File: src/rtl/writeback_pipe_stage.sv
// Writeback stage: selects the result source, holds it in a one-entry valid/ready
// register, and drives the register-file write port, forwarding bus and retire counter.
module writeback_pipe_stage #(
    parameter int DATA_W = 32,
    parameter int REG_AW = 4,
    parameter int PIX_W  = 8,
    parameter int CNT_W  = 16
) (
    input  logic              clk,
    input  logic              rst,
    input  logic              in_valid,
    output logic              in_ready,
    input  logic [DATA_W-1:0] mem_data,
    input  logic [DATA_W-1:0] alu_result,
    input  logic [PIX_W-1:0]  pix_in,
    input  logic [REG_AW-1:0] rd_in,
    input  logic              wb_en_in,
    input  logic [1:0]        sel_dat,
    output logic              rf_we,
    output logic [REG_AW-1:0] rf_waddr,
    output logic [DATA_W-1:0] rf_wdata,
    output logic [PIX_W-1:0]  pix_out,
    output logic              out_valid,
    input  logic              out_ready,
    output logic              fwd_valid,
    output logic [REG_AW-1:0] fwd_addr,
    output logic [DATA_W-1:0] fwd_data,
    output logic [CNT_W-1:0]  retired
);

    // One extra bit so the unsigned compare also works when PIX_W == DATA_W.
    localparam logic [DATA_W:0] PIX_MAX = {{(DATA_W+1-PIX_W){1'b0}}, {PIX_W{1'b1}}};

    logic              valid_q, valid_d;
    logic              wb_en_q, wb_en_d;
    logic [REG_AW-1:0] addr_q, addr_d;
    logic [DATA_W-1:0] data_q, data_d;
    logic [CNT_W-1:0]  cnt_q, cnt_d;
    logic [DATA_W-1:0] sat_val, sel_val;
    logic              accept;

    always_comb begin
        sat_val = alu_result;
        if (alu_result[DATA_W-1])
            sat_val = '0;
        else if ({1'b0, alu_result} > PIX_MAX)
            sat_val = PIX_MAX[DATA_W-1:0];

        case (sel_dat)
            2'b00:   sel_val = alu_result;
            2'b01:   sel_val = mem_data;
            2'b10:   sel_val = DATA_W'(pix_in);
            default: sel_val = sat_val;
        endcase
    end

    assign in_ready = !valid_q || out_ready;
    assign accept   = in_valid && in_ready;

    always_comb begin
        valid_d = valid_q;
        wb_en_d = wb_en_q;
        addr_d  = addr_q;
        data_d  = data_q;
        cnt_d   = cnt_q;
        if (accept) begin
            valid_d = 1'b1;
            wb_en_d = wb_en_in;
            addr_d  = rd_in;
            data_d  = sel_val;
            cnt_d   = cnt_q + CNT_W'(1);
        end else if (out_ready) begin
            valid_d = 1'b0;
        end
    end

    always_ff @(posedge clk) begin
        if (rst) begin
            valid_q <= 1'b0;
            wb_en_q <= 1'b0;
            addr_q  <= '0;
            data_q  <= '0;
            cnt_q   <= '0;
        end else begin
            valid_q <= valid_d;
            wb_en_q <= wb_en_d;
            addr_q  <= addr_d;
            data_q  <= data_d;
            cnt_q   <= cnt_d;
        end
    end

    // Register 0 is hardwired: never written and never forwarded.
    assign fwd_valid = valid_q && wb_en_q && (addr_q != '0);
    assign rf_we     = fwd_valid && out_ready;
    assign out_valid = valid_q;
    assign rf_waddr  = addr_q;
    assign rf_wdata  = data_q;
    assign fwd_addr  = addr_q;
    assign fwd_data  = data_q;
    assign pix_out   = data_q[PIX_W-1:0];
    assign retired   = cnt_q;

endmodule
File: config.mk
export PLATFORM = sky130hd
export DESIGN_NAME = writeback_pipe_stage
export DESIGN_NICKNAME = d
export VERILOG_FILES = /design/src/rtl/writeback_pipe_stage.sv
export SDC_FILE = /design/constraint.sdc
export NUM_CORES = 1
export LEC_CHECK = 0
export ABC_AREA = 1
export CORE_MARGIN = 2
export CORE_UTILIZATION = 35
export DETAILED_ROUTE_END_ITERATION = 8
export PLACE_DENSITY_LB_ADDON = 0.15
export SLEW_MARGIN = 20
export SYNTH_ARGS = -nofsm -noshare
export SYNTH_HDL_FRONTEND = slang
export SYNTH_SLANG_ARGS = --single-unit
File: constraint.sdc
create_clock -name clk -period 1.6 [get_ports clk]
set_clock_uncertainty 0.15 [all_clocks]
set_input_delay 0.32 -clock clk [delete_from_list [all_inputs] [get_ports clk]]
set_output_delay 0.32 -clock clk [all_outputs]
set_load 0.01 [all_outputs]
Word-level counts from Yosys, hierarchy flattened:

Index checks and enable logic that the tools add are counted.

* add/sub/neg operators: 1
* $lt $le $gt $ge: 1
* eq/ne operators: 2
* mux-type cells: 5
* reduce and logical (&&, ||, !) cells: 9

Operator list (number)
* $pmux 32 s3: 1
* $mux 31: 2
* $gt 32x8->1 const B: 1
* $add 16x1->16 const B: 1
* $logic_and 1x1->1: 4
* $reduce_bool 4->1: 1
* $eq 2x1->1 const B: 1
* $eq 2x2->1 const B: 1
* $logic_not 2->1: 1
* $mux 1: 2
* $reduce_bool 2->1: 1
* $logic_not 1->1: 1
* $logic_or 1x1->1: 1

* register bits: 54
* logic and storage cells: 23

Longest topological paths before layout:

Gate-level depths: netlist (run 1).

* word-level depth: 4
* depth in mapped cells: 9
* mapped depth without buffers: 8

Worst setup path after synthesis (run 1):

OpenSTA, ideal clock, no wires.

* path kind: register to register
* start: reg cnt_q[1], in the netlist retired[1]
* end: reg cnt_q[10], in the netlist retired[10]
* library setup time: 0.115 ns
* data arrival time: 1.241 ns
* required time: 1.335 ns
* setup slack: 0.093 ns
* stages on the path, launching flop included: 8
* period minus slack after synthesis: 1.507 ns
* cell sequence: dfxtp_1 > ha_1 > inv_1 > nor2_1 > nand4_1 > nor2_1 > nand2_1 > and3_1

* longest elaborated chain between the ends: 1

Ends and longest elaborated chain
* from (decl): RTL line 38 `logic [CNT_W-1:0] cnt_q, cnt_d;`
* from (signal assigned): RTL line 89 `cnt_q <= cnt_d;`
* $add 16x1->16: RTL line 71 `cnt_d = cnt_q + CNT_W'(1);`

Every way passes these cells.
A chain may end at the register's enable or synchronous reset.

Worst setup path in the final report (run 1):

* start: reg addr_q[2], in the netlist fwd_addr[2]
* end: out rf_we

* longest elaborated chain between the ends: 3

Ends and longest elaborated chain
* from (decl): RTL line 36 `logic [REG_AW-1:0] addr_q, addr_d;`
* from (signal assigned): RTL line 87 `addr_q <= addr_d;`
* $reduce_bool 4->1: RTL line 94 `assign fwd_valid = valid_q && wb_en_q && (addr_q != '0);`
* $logic_and 1x1->1: RTL line 94
* $logic_and 1x1->1: RTL line 95 `assign rf_we = fwd_valid && out_ready;`
* to (decl): RTL line 19 `output logic rf_we,`

Every way passes these cells.

==> results of run 1 <==
-- power breakdown --
part	internal, W	leakage, nW	switching (W)
logic	0.000490	1.85	0.000408
registers	0.00143	0.451	0.0000621
clock network	0.000311	0.0452	0.000462
total	0.00223	2.35	0.000932
-- repair_timing --
item                                    in CTS  in global routing
endpoints found under the setup margin     102                 48
gates resized for setup                    132                 12
pin swaps                                    1                  4
hold buffers                                 0                  0
-- cell type report --
class,instances,area (sq um)
multi-input combinational,305,1480
inverter,32,120
clock buffer,6,72.6
sequential,54,1100
tap,108,135
clock inverter,2,13.8
timing repair buffer,226,2060
fill,855,3610
-- state kept, by name, indices dropped and copies added, names as in the netlist --
| name | flops |
|---|---|
| retired | 16 |
| out_valid | 1 |
| fwd_addr | 4 |
| wb_en_q | 1 |
| fwd_data | 32 |
-- layout by cell type, fill, tap and decap left out, types with 2 or more instances in the layout --
master,instances
nand4_1,12
nor2_1,54
a21oi_1,66
nand2_1,91
buf_4,41
dfxtp_1,37
dlymetal6s2s_1,2
nor3_2,3
nand3_1,5
clkbuf_8,5
buf_2,2
clkdlybuf4s50_1,80
dfxtp_2,16
nand2_2,4
inv_2,4
inv_1,28
dlygate4sd2_1,96
nor4_2,2
buf_12,2
o21ai_0,45
nor2_2,5
buf_6,2
nor2_4,3
o211ai_1,8
-- per-layer routing --
metal / global-route usage / up-vias
met4: 0.0577 / 0
met2: 0.360 / 140
met5: 0 / -
li1: - / 1785
met3: 0.0482 / 14
met1: 0.238 / 1599
-- cells by family (layout without fill, tap and decap cells) --
group           after synthesis  count (layout)
compound gates              121             121
simple gates                183             183
buf+inv                      95             266
fa+ha+maj                     1               1
flops                        54              54
-- through the flow --
stage | instance area [sq um] | cells | hold WS (ps) | TNS, ps
after global placement | 4950 | 725 | 330 | -14490
after CTS | 4960 | 733 | 323 | -233
after global routing | 4990 | 733 | 288 | -370
after floorplan | 3060 | 454 | 239 | 0
final | 4990 | 733 | 279 | -266
after detailed placement | 4950 | 725 | 331 | -16270
-- synthesized netlist by cell type, drive strengths merged (2+ instances only) --
cell / instances / share of area
nand2: 96 / 0.12
a21oi: 67 / 0.11
nor2: 62 / 0.086
buf: 54 / 0.13
dfxtp: 54 / 0.35
o21ai: 45 / 0.074
inv: 32 / 0.039
nand4: 12 / 0.024
clkbuf: 9 / 0.011
o211ai: 8 / 0.020
nand3: 5 / 0.0082
nor3: 4 / 0.0082
nor4: 2 / 0.0041
-- worst min-delay path by stage --
stage,cells after the start,startpoint,endpoint,slack (ps)
after floorplan,1,rst,out_valid,240
after global placement,2,retired[15],retired[15],330
after detailed placement,2,retired[15],retired[15],330
after CTS,1,retired[5],retired[5],320
after global routing,4,in_valid,out_valid,290
final,4,in_valid,out_valid,280
-- critical path: stages, from the launching register on --
cell	delay (ps)
dfxtp_2	340
nor4_2	280
buf_4	170
nor4_2	40
buf_2	140
==> flow_summary.json, run 1 <==
{
  "syn-cell-area_sq_um": 3060,
  "tightest_slew_ps": 268,
  "clock_latency_ps": 310,
  "drtAntennaViolNets": 0,
  "p_per_area_nw_per_um2": 633,
  "first_global_vias": 3392,
  "num_vias": 3538,
  "ys_ff_latch": 54,
  "synthesis.instances": 454,
  "start_util": 0.357,
  "r2r_cells": 6,
  "fin_nets": 708,
  "timing.fmax_ghz": 0.576,
  "globalRouteTotalUtil": 0.201,
  "area_delta_synth_final_pct": 62.8,
  "grt_pass1_wl_mm": 15.8,
  "cts_root_buffer": "clkbuf_8",
  "drt-total-wl_mm": 9.87,
  "rrSetupSlack_ps": 140,
  "hold_class": "in2reg",
  "violations": "negative setup slack",
  "numClockSinks": 54,
  "die_w_microns": 97.6,
  "synthXorXnorAreaFrac": 0,
  "final_core_util": 0.580,
  "arrival_ps": 1270,
  "dieArea_sq_um": 9520,
  "die_y_microns": 97.6,
  "fp-row-count": 34,
  "synthSimpleGateAreaFrac": 0.256,
  "status": "finished, violations left",
  "route.met2.wl_mm": 4.95,
  "worstReg2RegStart": "out_valid",
  "io_pins": 183,
  "startpoint_type": "flop",
  "ctsHtreeMaxLevel": 2,
  "cts-buffers-inserted": 5,
  "leakage_nw": 2.35,
  "met1_length_mm": 4.03,
  "period_share": 1.08,
  "period_needed_ps": 1740,
  "worstPathMaxFanout": 2,
  "pre_cts_ws_ps": -580,
  "synth_fp_nets": 538,
  "synth_mux_area_frac": 0,
  "io_buffers": 182,
  "antenna_found_initial": 0,
  "crit_type": "reg2out",
  "slew_headroom": 0.821,
  "synth_edf_count": 0,
  "drc_errors": 0,
  "synth_compound_area_frac": 0.209,
  "endpoint": "rf_we",
  "reg2reg_to": "retired[8]",
  "rsz0062_at_grt": "yes",
  "met3_length_microns": 726,
  "async_flop_share": 0,
  "cts_setup_buffers": 0,
  "highest_layer": "met4",
  "slew_viol_final": 0,
  "antenna_cells": 0,
  "clock_path_buffers": 2,
  "post_drt_wl_per_cell_microns": 13.5,
  "ys_seq_area_frac": 0.353,
  "end_kind": "output pin",
  "setup_slack_ps": -136,
  "synth.distinct_cells": 24,
  "grt_max_degree": 28,
  "gp_congestion": 0.823,
  "synth_top_family_by_area": "simple AND/OR/NAND/NOR gates",
  "worstPathRequired_ps": 1130,
  "overflow": 0,
  "ys_warn_count": 0,
  "routed_via_density": 4.83,
  "dp_hpwl_mm": 7.63,
  "peakVddDrop_v": 0.000365,
  "drive_gt1_frac": 0.152,
  "clk_pin_slew_worst_paths_ps": 90,
  "core_area_sq_um": 8590,
  "tritoncts": "yes",
  "finalSetupViolations": 2,
  "avgSynthCellArea_sq_um": 6.75,
  "hold_viol": 0,
  "ys.flop_type": "dfxtp_1",
  "first_pass_iters": 4,
  "finalPower_w": 0.00316,
  "startpoint": "fwd_addr[2]",
  "drt-initial-drc-count": 100,
  "maxCapViolCount": 0,
  "synth_fa_ha_area_frac": 0.00408
}
(Power assumes the default switching activity.)
==> inputs of run 2 (changes only) <==
SKIP_CTS_REPAIR_TIMING = 1   (was default)
==> run 2 against run 1 <==
  * The run still ends with negative setup slack left
  * Power grew 2.2%
  * Combinational power up 7.5%
  * Utilization grew 4.2 points
  * Setup slack gained 4.3 ps
  * First-iteration DRC count down 10%
  * Design area up 7.3%
  * Via count increased by 1.0%
  * Critical path type unchanged
  * Largest power group unchanged
  * Highest routed layer unchanged
==> flow_summary.json, run 2 (synthesis results as in run 1) <==
{
  "grt_pass1_wl_mm": 15.7,
  "antenna_found_initial": 0,
  "cts_root_buffer": "clkbuf_8",
  "place_inst": 725,
  "maxCapViolCount": 0,
  "final_cells": 733,
  "slew_headroom": 0.817,
  "routed_via_density": 4.88,
  "grt_max_degree": 28,
  "die_y_microns": 97.6,
  "power_frac_comb": 0.299,
  "tritoncts": "yes",
  "startpoint_type": "flop",
  "hold_slack_ps": 279,
  "peakVddDrop_v": 0.000365,
  "top_usage_layer": "met2",
  "worstPathMaxFanout": 2,
  "fp-row-count": 34,
  "clock_path_buffers": 2,
  "clk_pin_slew_worst_paths_ps": 90,
  "endpoint": "fwd_valid",
  "p_int_w": 0.00229,
  "core_area_sq_um": 8590,
  "layout_common_cells": "dlymetal6s2s_1, nand2_1, clkdlybuf4s50_1",
  "arrival_ps": 1260,
  "finalPower_w": 0.00323,
  "clkPwrFrac": 0.240,
  "ctsHtreeMaxLevel": 2,
  "drive_gt1_frac": 0.152,
  "antenna_cells": 0,
  "grt_util_met2": 0.357,
  "first_global_vias": 3378,
  "drt-initial-drc-count": 90,
  "dieArea_sq_um": 9520,
  "finalSetupViolations": 2,
  "gp_congestion": 0.823,
  "period_share": 1.08,
  "use_met3": 0.0482,
  "globalRouteMet1Util": 0.238,
  "num_vias": 3574,
  "tightest_slew_ps": 275,
  "clock_latency_ps": 310,
  "seqPwrFrac": 0.461,
  "io_buffers": 182,
  "numClockSinks": 54,
  "startpoint": "fwd_addr[2]",
  "post_drt_wl_per_cell_microns": 13.8,
  "die_w_microns": 97.6,
  "drt-total-wl_mm": 10.1,
  "worstPathRequired_ps": 1130,
  "leakage_nw": 3.53,
  "rsz0062_at_grt": "yes",
  "end_kind": "output pin",
  "hold_class": "in2reg",
  "p_per_area_nw_per_um2": 604,
  "fin_nets": 708,
  "violations": "negative setup slack",
  "first_pass_iters": 5,
  "setup_slack_ps": -132,
  "drc_errors": 0,
  "overflow": 0,
  "switching_share": 0.290,
  "cts-buffers-inserted": 5,
  "timing.fmax_ghz": 0.577,
  "largest_reg_flops": 32,
  "p_sw_w": 0.000935,
  "period_needed_ps": 1730,
  "drtAntennaViolNets": 0,
  "reg2reg_to": "retired[9]",
  "io_pins": 183,
  "area_delta_synth_final_pct": 74.6,
  "rrSetupSlack_ps": 140,
  "crit_type": "reg2out",
  "dp_hpwl_mm": 7.63,
  "hold_viol": 0,
  "start_util": 0.357,
  "slew_viol_final": 0,
  "worstReg2RegStart": "retired[0]",
  "r2r_cells": 8,
  "status": "finished, violations left",
  "layout_commonest_cell": "dlymetal6s2s_1",
  "globalRouteTotalUtil": 0.200
}
==> run 2: changes by cell type in the layout (fill, tap and decap cells not counted), moves of 2 or more <==
cell,previous run,this run
dlygate4sd2_1,96,0
buf_2,2,0
dfxtp_1,37,33
dfxtp_2,16,20
dlymetal6s2s_1,2,101
==> run 2: worst min path at each step <==
stage	start	end	slack (ps)	cells after the start
floorplan	rst	out_valid	240	1
global placement	retired[15]	retired[15]	330	2
detailed placement	retired[15]	retired[15]	330	2
CTS	retired[15]	retired[15]	350	2
global route	in_valid	out_valid	290	4
finish	in_valid	out_valid	280	4
==> run 2: worst max-delay path, cell delays in order, from the launching register on <==
cell and delay (ps):
dfxtp_1 330, nor4_1 260, buf_4 170, nor3_1 40, dlymetal6s2s_1 170
==> run 2: per-stage QoR <==
stage | setup TNS, ps | area, sq um | util | setup slack [ps]
4_1_cts | -14810 | 5040 | 0.586 | -583
6_report | -258 | 5350 | 0.623 | -132
3_5_place_dp | -16270 | 4950 | 0.576 | -580
2_1_floorplan | 0 | 3060 | - | 93.1
3_3_place_gp | -14490 | 4950 | 0.576 | -473
5_1_grt | -354 | 5350 | 0.623 | -181
==> run 2: power by group through the flow <==
stage / Combinational, W / Sequential (W) / Clock, W
floorplan: 0.000406 / 0.00155 / 0
global placement: 0.000991 / 0.00151 / 0
detailed placement: 0.00100 / 0.00152 / 0
CTS: 0.00101 / 0.00149 / 0.000806
global route: 0.00104 / 0.00150 / 0.000850
finish: 0.000965 / 0.00149 / 0.000775
==> run 2: metal layers <==
metal	wire (microns)	vias to the layer above
li1	-	1787
met1	4080	1625
met2	5060	148
met3	773	14
met4	169	0
met5	0	-
==> run 2: final cells by class <==
type                       instances  area (sq um)
clock buffer                       6          72.6
clock inverter                     2          13.8
fill                             766          3240
inverter                          32           120
multi-input combinational        305          1470
sequential                        54          1110
tap                              108           135
timing repair buffer             226          2430
==> inputs of run 3 (changes only) <==
SKIP_CTS_REPAIR_TIMING = default   (was 1)
==> results of run 3 <==
No change in the layout: final DEF, timing and power equal those of run 1.
